`src/rtl/updown_counter_pkg.sv`:
```
// Shared types and constants for the configurable up/down counter.
package updown_counter_pkg;

  typedef enum logic {
    MODE_WRAP = 1'b0,
    MODE_SAT  = 1'b1
  } count_mode_e;

  localparam logic DIR_DOWN = 1'b0;
  localparam logic DIR_UP   = 1'b1;

endpackage

```
`src/rtl/updown_counter_prescaler.sv`:
```
// Enable-gated prescaler: emits one tick every PRESCALE enabled cycles.
module counter_prescaler #(
  parameter int PRESCALE = 1
) (
  input  logic clk,
  input  logic rst,
  input  logic en_i,
  input  logic restart_i,
  output logic tick_o
);

  generate
    if (PRESCALE == 1) begin : g_bypass
      logic unused_inputs;
      assign unused_inputs = ^{clk, rst, restart_i};
      assign tick_o = en_i;
    end else begin : g_div
      localparam int CNT_W = $clog2(PRESCALE);
      localparam logic [CNT_W-1:0] LAST = CNT_W'(PRESCALE - 1);

      logic [CNT_W-1:0] cnt_q;

      always_ff @(posedge clk or posedge rst) begin
        if (rst) begin
          cnt_q <= '0;
        end else if (restart_i) begin
          cnt_q <= '0;
        end else if (en_i) begin
          cnt_q <= (cnt_q == LAST) ? '0 : cnt_q + CNT_W'(1);
        end
      end

      assign tick_o = en_i && (cnt_q == LAST);
    end
  endgenerate

endmodule

```
`src/rtl/updown_counter.sv`:
```
// Parametrised up/down event counter with clear, load, wrap/saturate modes,
// prescaler, terminal-count, wrap pulse and sticky overflow flags.
module updown_counter
  import updown_counter_pkg::*;
#(
  parameter int WIDTH    = 8,
  parameter int PRESCALE = 1
) (
  input  logic             clk,
  input  logic             rst,
  input  logic             en_i,
  input  logic             clr_i,
  input  logic             load_i,
  input  logic [WIDTH-1:0] load_val_i,
  input  logic             dir_i,
  input  count_mode_e      mode_i,
  input  logic [WIDTH-1:0] max_i,
  input  logic             ovf_clr_i,
  output logic [WIDTH-1:0] count_o,
  output logic             tc_o,
  output logic             wrap_o,
  output logic             ovf_o
);

  logic [WIDTH-1:0] count_q, count_d;
  logic             wrap_q, wrap_d;
  logic             ovf_q, ovf_d;
  logic             step;

  counter_prescaler #(
    .PRESCALE (PRESCALE)
  ) u_prescaler (
    .clk       (clk),
    .rst       (rst),
    .en_i      (en_i),
    .restart_i (clr_i | load_i),
    .tick_o    (step)
  );

  // ovf_clr_i acts on its own; a boundary step on the same edge overrides it.
  always_comb begin
    count_d = count_q;
    wrap_d  = 1'b0;
    ovf_d   = ovf_q & ~ovf_clr_i;

    if (clr_i) begin
      count_d = '0;
      ovf_d   = 1'b0;
    end else if (load_i) begin
      count_d = (load_val_i > max_i) ? max_i : load_val_i;
    end else if (step) begin
      if (dir_i == DIR_UP) begin
        if (count_q < max_i) begin
          count_d = count_q + WIDTH'(1);
        end else begin
          ovf_d = 1'b1;
          if (mode_i == MODE_WRAP) begin
            count_d = '0;
            wrap_d  = 1'b1;
          end else begin
            count_d = max_i;
          end
        end
      end else begin
        if (count_q > max_i) begin
          count_d = max_i;
        end else if (count_q != '0) begin
          count_d = count_q - WIDTH'(1);
        end else begin
          ovf_d = 1'b1;
          if (mode_i == MODE_WRAP) begin
            count_d = max_i;
            wrap_d  = 1'b1;
          end
        end
      end
    end
  end

  always_ff @(posedge clk or posedge rst) begin
    if (rst) begin
      count_q <= '0;
      wrap_q  <= 1'b0;
      ovf_q   <= 1'b0;
    end else begin
      count_q <= count_d;
      wrap_q  <= wrap_d;
      ovf_q   <= ovf_d;
    end
  end

  assign tc_o    = (dir_i == DIR_DOWN) ? (count_q == '0) : (count_q >= max_i);
  assign count_o = count_q;
  assign wrap_o  = wrap_q;
  assign ovf_o   = ovf_q;

endmodule

```
`config.mk`:
```
export PLATFORM = sky130hd
export DESIGN_NAME = updown_counter
export DESIGN_NICKNAME = d
export VERILOG_FILES = /design/src/rtl/updown_counter_pkg.sv /design/src/rtl/updown_counter_prescaler.sv /design/src/rtl/updown_counter.sv
export SDC_FILE = /design/constraint.sdc
export NUM_CORES = 1
export LEC_CHECK = 0
export CAP_MARGIN = 20
export CORE_MARGIN = 2
export CORE_UTILIZATION = 50
export CTS_BUF_LIST = sky130_fd_sc_hd__clkbuf_8 sky130_fd_sc_hd__clkbuf_16
export DETAILED_ROUTE_END_ITERATION = 8
export PLACE_DENSITY_LB_ADDON = 0.2
export SLEW_MARGIN = 20
export SYNTH_ARGS = -nofsm -noshare
export SYNTH_HDL_FRONTEND = slang
export SYNTH_HIERARCHICAL = 1
export SYNTH_SLANG_ARGS = --single-unit
```
`constraint.sdc`:
```
create_clock -name clk -period 2.9 [get_ports clk]
set_input_delay 0.29 -clock clk [delete_from_list [all_inputs] [get_ports clk]]
set_output_delay 0.29 -clock clk [all_outputs]
set_load 0.02 [all_outputs]
```
Word level (Yosys, flattened, before mapping)
Index checks and enable logic that the tools add are counted.
{ "totals": {"ff_bits": 10, "input_bits": 24, "output_inout_bits": 11} }
{ "classes": {"n_addsub": 2, "magnitude_cmp": 4, "n_eq_ne": 1, "mux": 26, "n_bitwise": 2, "n_reduce_logical": 4} }
{ "ops": {"columns": ["operator", "count"], "rows": [
  ["two-way mux 8 bit", 10],
  ["greater-than comparator 8 bit", 2],
  ["two-way mux 1 bit", 16],
  ["adder 8 x 1 -> 8 bit, second input constant", 1],
  [">= comparator 8 bit", 1],
  ["logical NOT 8 bit", 1],
  ["< comparator 8 bit", 1],
  ["nonzero test 8 bit", 1],
  ["subtractor 8 x 1 -> 8 bit, second input constant", 1],
  ["inequality test 6 x 4 -> 1 bit, second input constant", 1],
  ["nonzero test 3 bit", 1],
  ["AND reduction 2 bit", 1],
  ["AND 1 bit", 1],
  ["NOT 1 bit", 1]
]} }

Logic depth before layout (Yosys ltp)
Gate-level depths: netlist (run 1).
{ "logic_depth": {"depth_word": 8, "mapped_depth": 10, "ltp_nobuf": 9} }

Cells and area by module
Netlist (run 1), hierarchy kept.
{ "modules_own_cells": {"columns": ["module", "instances", "cells_per_inst", "area_each_um2", "seq_area_each_um2"], "rows": [
  ["updown_counter", 1, 188, 1536.5, 250.2],
  ["counter_prescaler", 1, 1, 7.5, 0.0]
]} }

Least setup slack after synthesis (run 1)
OpenSTA, ideal clock, no wires.
{ "synth_timing": {"kind": "reg-to-reg", "startpoint": "register count_q[0] (netlist: count_o[0])", "endpoint": "register count_q[1] (netlist: count_o[1])", "arrival_time_ns": 2.097, "path_slack_ns": 0.677, "stages_incl_launch_ff": 10, "path_buffers": 1, "cell_sequence": "dfrtp_1 -> inv_1 -> ha_1 -> nor2b_1 -> o211ai_1 -> a21oi_2 -> o21ai_2 -> a41o_1 -> buf_2 -> a221o_1"} }
{ "synth_via": {"elab_chain_len": 7} }
{ "synth_rtl": {"columns": ["item", "line", "source"], "rows": [
  ["from (decl)", "updown_counter.sv:25", "logic [WIDTH-1:0] count_q, count_d;"],
  ["from (signal assigned)", "updown_counter.sv:86", "count_q <= count_d;"],
  ["subtractor 8 x 1 -> 8 bit / nonzero test 8 bit (equally long branches)", "updown_counter.sv:68, updown_counter.sv:67", null],
  ["two-way mux 8 bit", "updown_counter.sv:67", "end else if (count_q != '0) begin"],
  ["two-way mux 8 bit", "updown_counter.sv:65", "if (count_q > max_i) begin"],
  ["two-way mux 8 bit", "updown_counter.sv:52", "if (dir_i == DIR_UP) begin"],
  ["two-way mux 8 bit", "updown_counter.sv:51", "end else if (step) begin"],
  ["two-way mux 8 bit", "updown_counter.sv:49", "end else if (load_i) begin"],
  ["two-way mux 8 bit", "updown_counter.sv:46", "if (clr_i) begin"]
]} }
Several ways; a longest one is shown, not always the timed one. The select of a mux whose other input is x is not followed.
A chain may end at the register's enable or synchronous reset.

Worst setup path in the final report (run 1)
{ "layout_timing": {"startpoint": "input port max_i[7]", "endpoint": "register count_q[2] (netlist: count_o[2])"} }
{ "layout_via": {"elab_chain_len": 6} }
{ "layout_rtl": {"columns": ["item", "line", "source"], "rows": [
  ["from (decl)", "updown_counter.sv:17", "input logic [WIDTH-1:0] max_i,"],
  ["greater-than comparator 8 bit / < comparator 8 bit (equally long branches)", "updown_counter.sv:65, updown_counter.sv:53", null],
  ["two-way mux 8 bit (on tied branches)", "updown_counter.sv:65, updown_counter.sv:53", null],
  ["two-way mux 8 bit", "updown_counter.sv:52", null],
  ["two-way mux 8 bit", "updown_counter.sv:51", null],
  ["two-way mux 8 bit", "updown_counter.sv:49", null],
  ["two-way mux 8 bit", "updown_counter.sv:46", null]
]} }
Several ways; a longest one is shown, not always the timed one. The select of a mux whose other input is x is not followed.

==> results of run 1 <==
## layout make-up
type	instances	area (um^2)	area share
timing repair buffer	49	455	0.223
multi-input combinational	154	1180	0.579
inverter	15	56.3	0.0276
tap	33	41.3	0.0202
sequential	10	250	0.123
clock buffer	4	55.1	0.0270
## cell usage in the layout, fill, tap and decap left out, types with 2 or more instances in the layout
| cell | n |
|---|---|
| a21oi_1 | 7 |
| clkdlybuf4s50_1 | 33 |
| xor2_1 | 8 |
| buf_4 | 15 |
| and3_1 | 2 |
| clkbuf_8 | 4 |
| xnor2_1 | 4 |
| or2_1 | 2 |
| a31oi_1 | 4 |
| o311ai_1 | 2 |
| a211oi_1 | 4 |
| o211ai_1 | 3 |
| nand2b_1 | 2 |
| a2bb2oi_1 | 4 |
| inv_1 | 15 |
| nor2b_1 | 2 |
| ha_1 | 19 |
| nor3_1 | 4 |
| nand3_1 | 9 |
| o21ai_0 | 4 |
| nand4_1 | 5 |
| a22o_1 | 3 |
| nand2_1 | 13 |
| dfrtp_1 | 10 |
| a21o_1 | 2 |
| nor2_1 | 15 |
| mux2i_1 | 13 |
## critical path: cells and delay by family
family / cells / cell delay (ns)
compound gates: 3 / 0.51
fa+ha+maj: 1 / 0.31
buf+inv: 2 / 0.66
mux: 1 / 0.23
simple gates: 3 / 0.75
## cells by family after synthesis
kind of cell,Yosys count,share of synthesized area
multiplexers,14,0.0940
AO/OA/AOI/OAI,48,0.240
AND/OR/NAND/NOR,61,0.209
XOR/XNOR,12,0.0681
buffers and inverters,25,0.0729
flip-flops,10,0.162
adder cells (fa/ha/maj),19,0.154
## through the flow
| stage | power [mW] | hold WS [ns] | area, um^2 | util |
|---|---|---|---|---|
| final | 0.849 | 0.339 | 2040 | 0.679 |
| after global routing | 0.904 | 0.370 | 2040 | 0.679 |
| after CTS | 0.840 | 0.355 | 2030 | 0.676 |
| after detailed placement | 0.661 | 0.537 | 1970 | 0.658 |
| after global placement | 0.647 | 0.527 | 1970 | 0.658 |
| after floorplan | 0.497 | 0.130 | 1540 | - |
## metal layers
metal / vias up / wire, um
met2: 85 / 2250
met1: 788 / 2070
met5: - / 0
li1: 787 / -
met4: 0 / 87
met3: 10 / 280
## state kept, by name (all words and copies together), names as in the netlist
name,flops
count_o,8
ovf_o,1
wrap_o,1
## where the power goes
group / switching, mW / total, mW / internal [mW]
logic: 0.273 / 0.499 / 0.227
registers: 0.0159 / 0.170 / 0.154
clock network: 0.0599 / 0.180 / 0.120
## path summary, 6_finish.rpt
| path | endpoint | start |
|---|---|---|
| setup / recovery | count_o[2] | max_i[7] |
| hold / removal | wrap_o | rst |
| setup reg to reg | count_o[1] | count_o[0] |
| hold reg to reg | ovf_o | ovf_o |
| max in group asynchronous | count_o[2] | rst |
| min in group clk | ovf_o | ovf_o |
## repair_timing
item,4_1_cts,5_1_grt
buffers inserted,0,1
endpoints found under the setup margin,0,1
resized for setup,0,1
==> results_dict.tcl, run 1 <==
set metrics [dict create \
    outcome "complete, no violations" \
    die_area_um2 3550 \
    finalNonFillerCells 265 \
    syn_nets 232 \
    grt_pass1_wl_um 7470 \
    syn_area_um2 1540 \
    boundaryPins 35 \
    initialDrtViolationCount 69 \
    p_leak_nw 0.963 \
    cp_slowest_stage_delay_ns 0.57 \
    globalRouteOverflowTotal 0 \
    n_antenna_cell 0 \
    preCtsSetupSlack_ns 0.0618 \
    fill_cells 262 \
    setup-violations-final 0 \
    nNetsFinal 276 \
    postLayoutSetupSlackWorst_ns 0.258 \
    setup-tns-final_ns 0 \
    clk_latency_ns 0.24 \
    ir_drop_v 0.000190 \
    grt_max_degree 12 \
    first_pass_iters 4 \
    cap_violations 0 \
    rows 20 \
    ant_nets 0 \
    top_usage_layer "met2" \
    met2_usage 0.474 \
    cts_buffer_depth 2 \
    vias_per_cell 6.30 \
    drive_above_1_share 0.129 \
    async_flop_share 1.00 \
    p_per_area_nw_per_um2 416 \
    period_share 0.911 \
    globalRouteMet3Util 0.0131 \
    rsz0062_at_grt "no" \
    clock_skew_ns 0.000761 \
    synth_ff_type "dfrtp_1" \
    path_class "input pin to flop" \
    syn_to_final_growth_pct 32.1 \
    drcViolationCount 0 \
    critPathCaptureType "flop" \
    antenna_found_initial 0 \
    grt.total_usage 0.281 \
    slowest_stage "clkdlybuf4s50_1" \
    cts_tree "done" \
    cts_hold_repair.buffers 0 \
    die_w_um 59.6 \
    drt_wl_total_um 4700 \
    synthTopCellsByArea "dfrtp_1, ha_1, mux2i_1" \
    ff2ff_path_depth 10 \
    gp_congestion 0.988 \
    port_buffers 34 \
    clockRootBuffer "clkbuf_8" \
    ys_warn_count 6 \
    vias 1670 \
    crit_chain "clkdlybuf4s50_1 > inv_1 > ha_1 > nand4_1 > or2_1 > o21ai_0 > nand3b_2 > mux2i_1 > o2111ai_1 > a22o_1" \
    clkTransAtPathRegs_ns 0.05 \
    die-height_um 59.6 \
    synthDistinctLibCells 52 \
    ys_seq_area_frac 0.162 \
    cts_buffers 3 \
    wire_per_inst_um 17.7 \
    synth_area_per_cell_um2 8.17 \
    initial_core_util 0.514 \
    yosysTopAreaCell "dfrtp_1" \
    synth_top_cell_area_share 0.162 \
    drv_slew 0 \
    place_hpwl_um 3820 \
    grt_pass1_vias 1591 \
    netlist_instances 189 \
    cp-start-kind "input pin" \
    dp_cells 260 \
    max_freq_ghz 0.378 \
    synth_edf_count 0 \
    hold_class "input pin to asynchronous set/reset pin" \
    grt.met1_usage 0.378 \
    arrival_ns 2.76 \
    yosysMostFrequentCell "ha_1" \
    core-area_um2 3000 \
    crit_fanout 10 \
    slew_headroom 0.728 \
    worst_slew_pin_slew_ns 0.407 \
    regToRegSetupSlack_ns 0.43 \
    critPathRequiredTime_ns 3.02 \
    hold_viol 0 \
    min_period_ns 2.64 \
    cts.sinks 10 \
    htreeDepth 1 \
    yosys-top-cells-count "ha_1, inv_1, nor2_1, mux2i_1, nand2_1" \
    synth.ff_latch_count 10 \
]
(Power assumes the default switching activity.)
==> run 2, diff against run 1 <==
HOLD_SLACK_MARGIN = 0.02   (was not set)
SETUP_SLACK_MARGIN = 0.5   (was not set)
==> results_dict.tcl, run 2 (same netlist as run 1, synthesis figures left out) <==
set metrics [dict create \
    clkTransAtPathRegs_ns 0.05 \
    n_antenna_cell 0 \
    cap_violations 0 \
    port_buffers 34 \
    final_common_cell "clkdlybuf4s50_1" \
    die-height_um 59.6 \
    critPathRequiredTime_ns 3.02 \
    clockRootBuffer "clkbuf_8" \
    clock_skew_ns 0.00134 \
    cp-start-kind "input pin" \
    p_leak_nw 1.06 \
    drive_above_1_share 0.259 \
    ant_nets 0 \
    cp_slowest_stage_delay_ns 0.37 \
    mostFrequentLayoutCells "clkdlybuf4s50_1, buf_4, nor2_1, ha_1, nand2_1" \
    cts_buffers 3 \
    wire_per_inst_um 20.4 \
    worst_path_most_repeated_cell "buf_4" \
    htreeDepth 1 \
    whs_ns 0.340 \
    fill_cells 217 \
    grt.total_usage 0.294 \
    slowest_stage "or2_4" \
    path_class "input pin to flop" \
    arrival_ns 2.50 \
    ir_drop_v 0.000206 \
    gp_congestion 0.988 \
    preCtsSetupSlack_ns 0.0618 \
    regArea_um2 253 \
    core-area_um2 3000 \
    drcViolationCount 0 \
    syn_to_final_growth_pct 46.3 \
    hold_viol 0 \
    min_period_ns 2.38 \
    max_freq_ghz 0.421 \
    grt_max_degree 12 \
    globalRouteOverflowTotal 0 \
    total_power_uw 940 \
    die_w_um 59.6 \
    grt_pass1_wl_um 7810 \
    hold_class "input pin to asynchronous set/reset pin" \
    antenna_found_initial 0 \
    cts_hold_repair.buffers 0 \
    vias 1794 \
    worst_slew_pin_slew_ns 0.438 \
    rows 20 \
    clk_latency_ns 0.24 \
    crit_chain "dlygate4sd2_1 > inv_1 > ha_1 > nand4_1 > or2_4 > buf_4 > o21ai_2 > buf_4 > a31o_4 > a31oi_1 > a221o_1" \
    setup-tns-final_ns 0 \
    cts.sinks 10 \
    p_per_area_nw_per_um2 416 \
    postLayoutSetupSlackWorst_ns 0.524 \
    drt_wl_total_um 5560 \
    outcome "complete, no violations" \
    period_share 0.819 \
    multi_input_area_um2 1330 \
    initial_core_util 0.514 \
    utilization 0.752 \
    slew_headroom 0.707 \
    largest_register_ffs 8 \
    cts_tree "done" \
    first_pass_iters 5 \
    place_hpwl_um 3820 \
    crit_fanout 4 \
    setup-violations-final 0 \
    rsz0062_at_grt "no" \
    die_area_um2 3550 \
    drv_slew 0 \
    initialDrtViolationCount 127 \
    boundaryPins 35 \
    grt_pass1_vias 1686 \
    critPathCaptureType "flop" \
    nNetsFinal 283 \
    cts_buffer_depth 2 \
    vias_per_cell 6.60 \
]
run 2: timing repair:
| action | CTS | global route |
|---|---|---|
| setup endpoints to repair | 9 | 10 |
| pin swaps | 7 | 11 |
| setup buffers | 3 | 5 |
| resized for setup | 16 | 32 |
run 2: final cells by class:
type                    count  area share
clock buffers               4      0.0244
well taps                  33      0.0183
repair buffers             56       0.232
multi-input cells         154       0.589
inverters                  15      0.0249
flip-flops and latches     10       0.112
run 2: worst max-delay path: cells and delay by family:
family | cells | cell delay [ns]
simple gates | 2 | 0.63
buf+inv | 4 | 0.68
compound gates | 4 | 0.58
fa+ha+maj | 1 | 0.32
run 2: metal layers:
layer  share of wire  up-vias  global-route usage
met4           0.036        0               0.140
li1                -      803                   -
met1            0.38      826               0.381
met5               0        -                   0
met3           0.098       26              0.0262
met2            0.49      139               0.490
run 2: path summary, 6_finish.rpt:
| path | from | end | slack (ns) | cells after the start |
|---|---|---|---|---|
| worst max-delay path | max_i[7] | count_o[1] | 0.52 | 11 |
| worst min-delay path | rst | wrap_o | 0.34 | 2 |
| worst max register to register | count_o[0] | count_o[1] | 0.55 | 10 |
| worst min register to register | ovf_o | ovf_o | 0.54 | 2 |
| max in group asynchronous | rst | count_o[0] | 2.25 | 2 |
| min in group clk | max_i[4] | count_o[4] | 0.51 | 3 |
run 2: metrics by stage:
step / instance area, um^2 / std cells
after floorplan: 1540 / 189
after global placement: 1970 / 260
after detailed placement: 1970 / 260
after CTS: 2080 / 267
after global routing: 2260 / 272
final: 2260 / 272
run 2: where the power goes:
group          leakage, nW  switching (mW)  internal, mW
Clock               0.0288          0.0600         0.120
Sequential           0.130          0.0148         0.155
Combinational        0.898           0.318         0.273
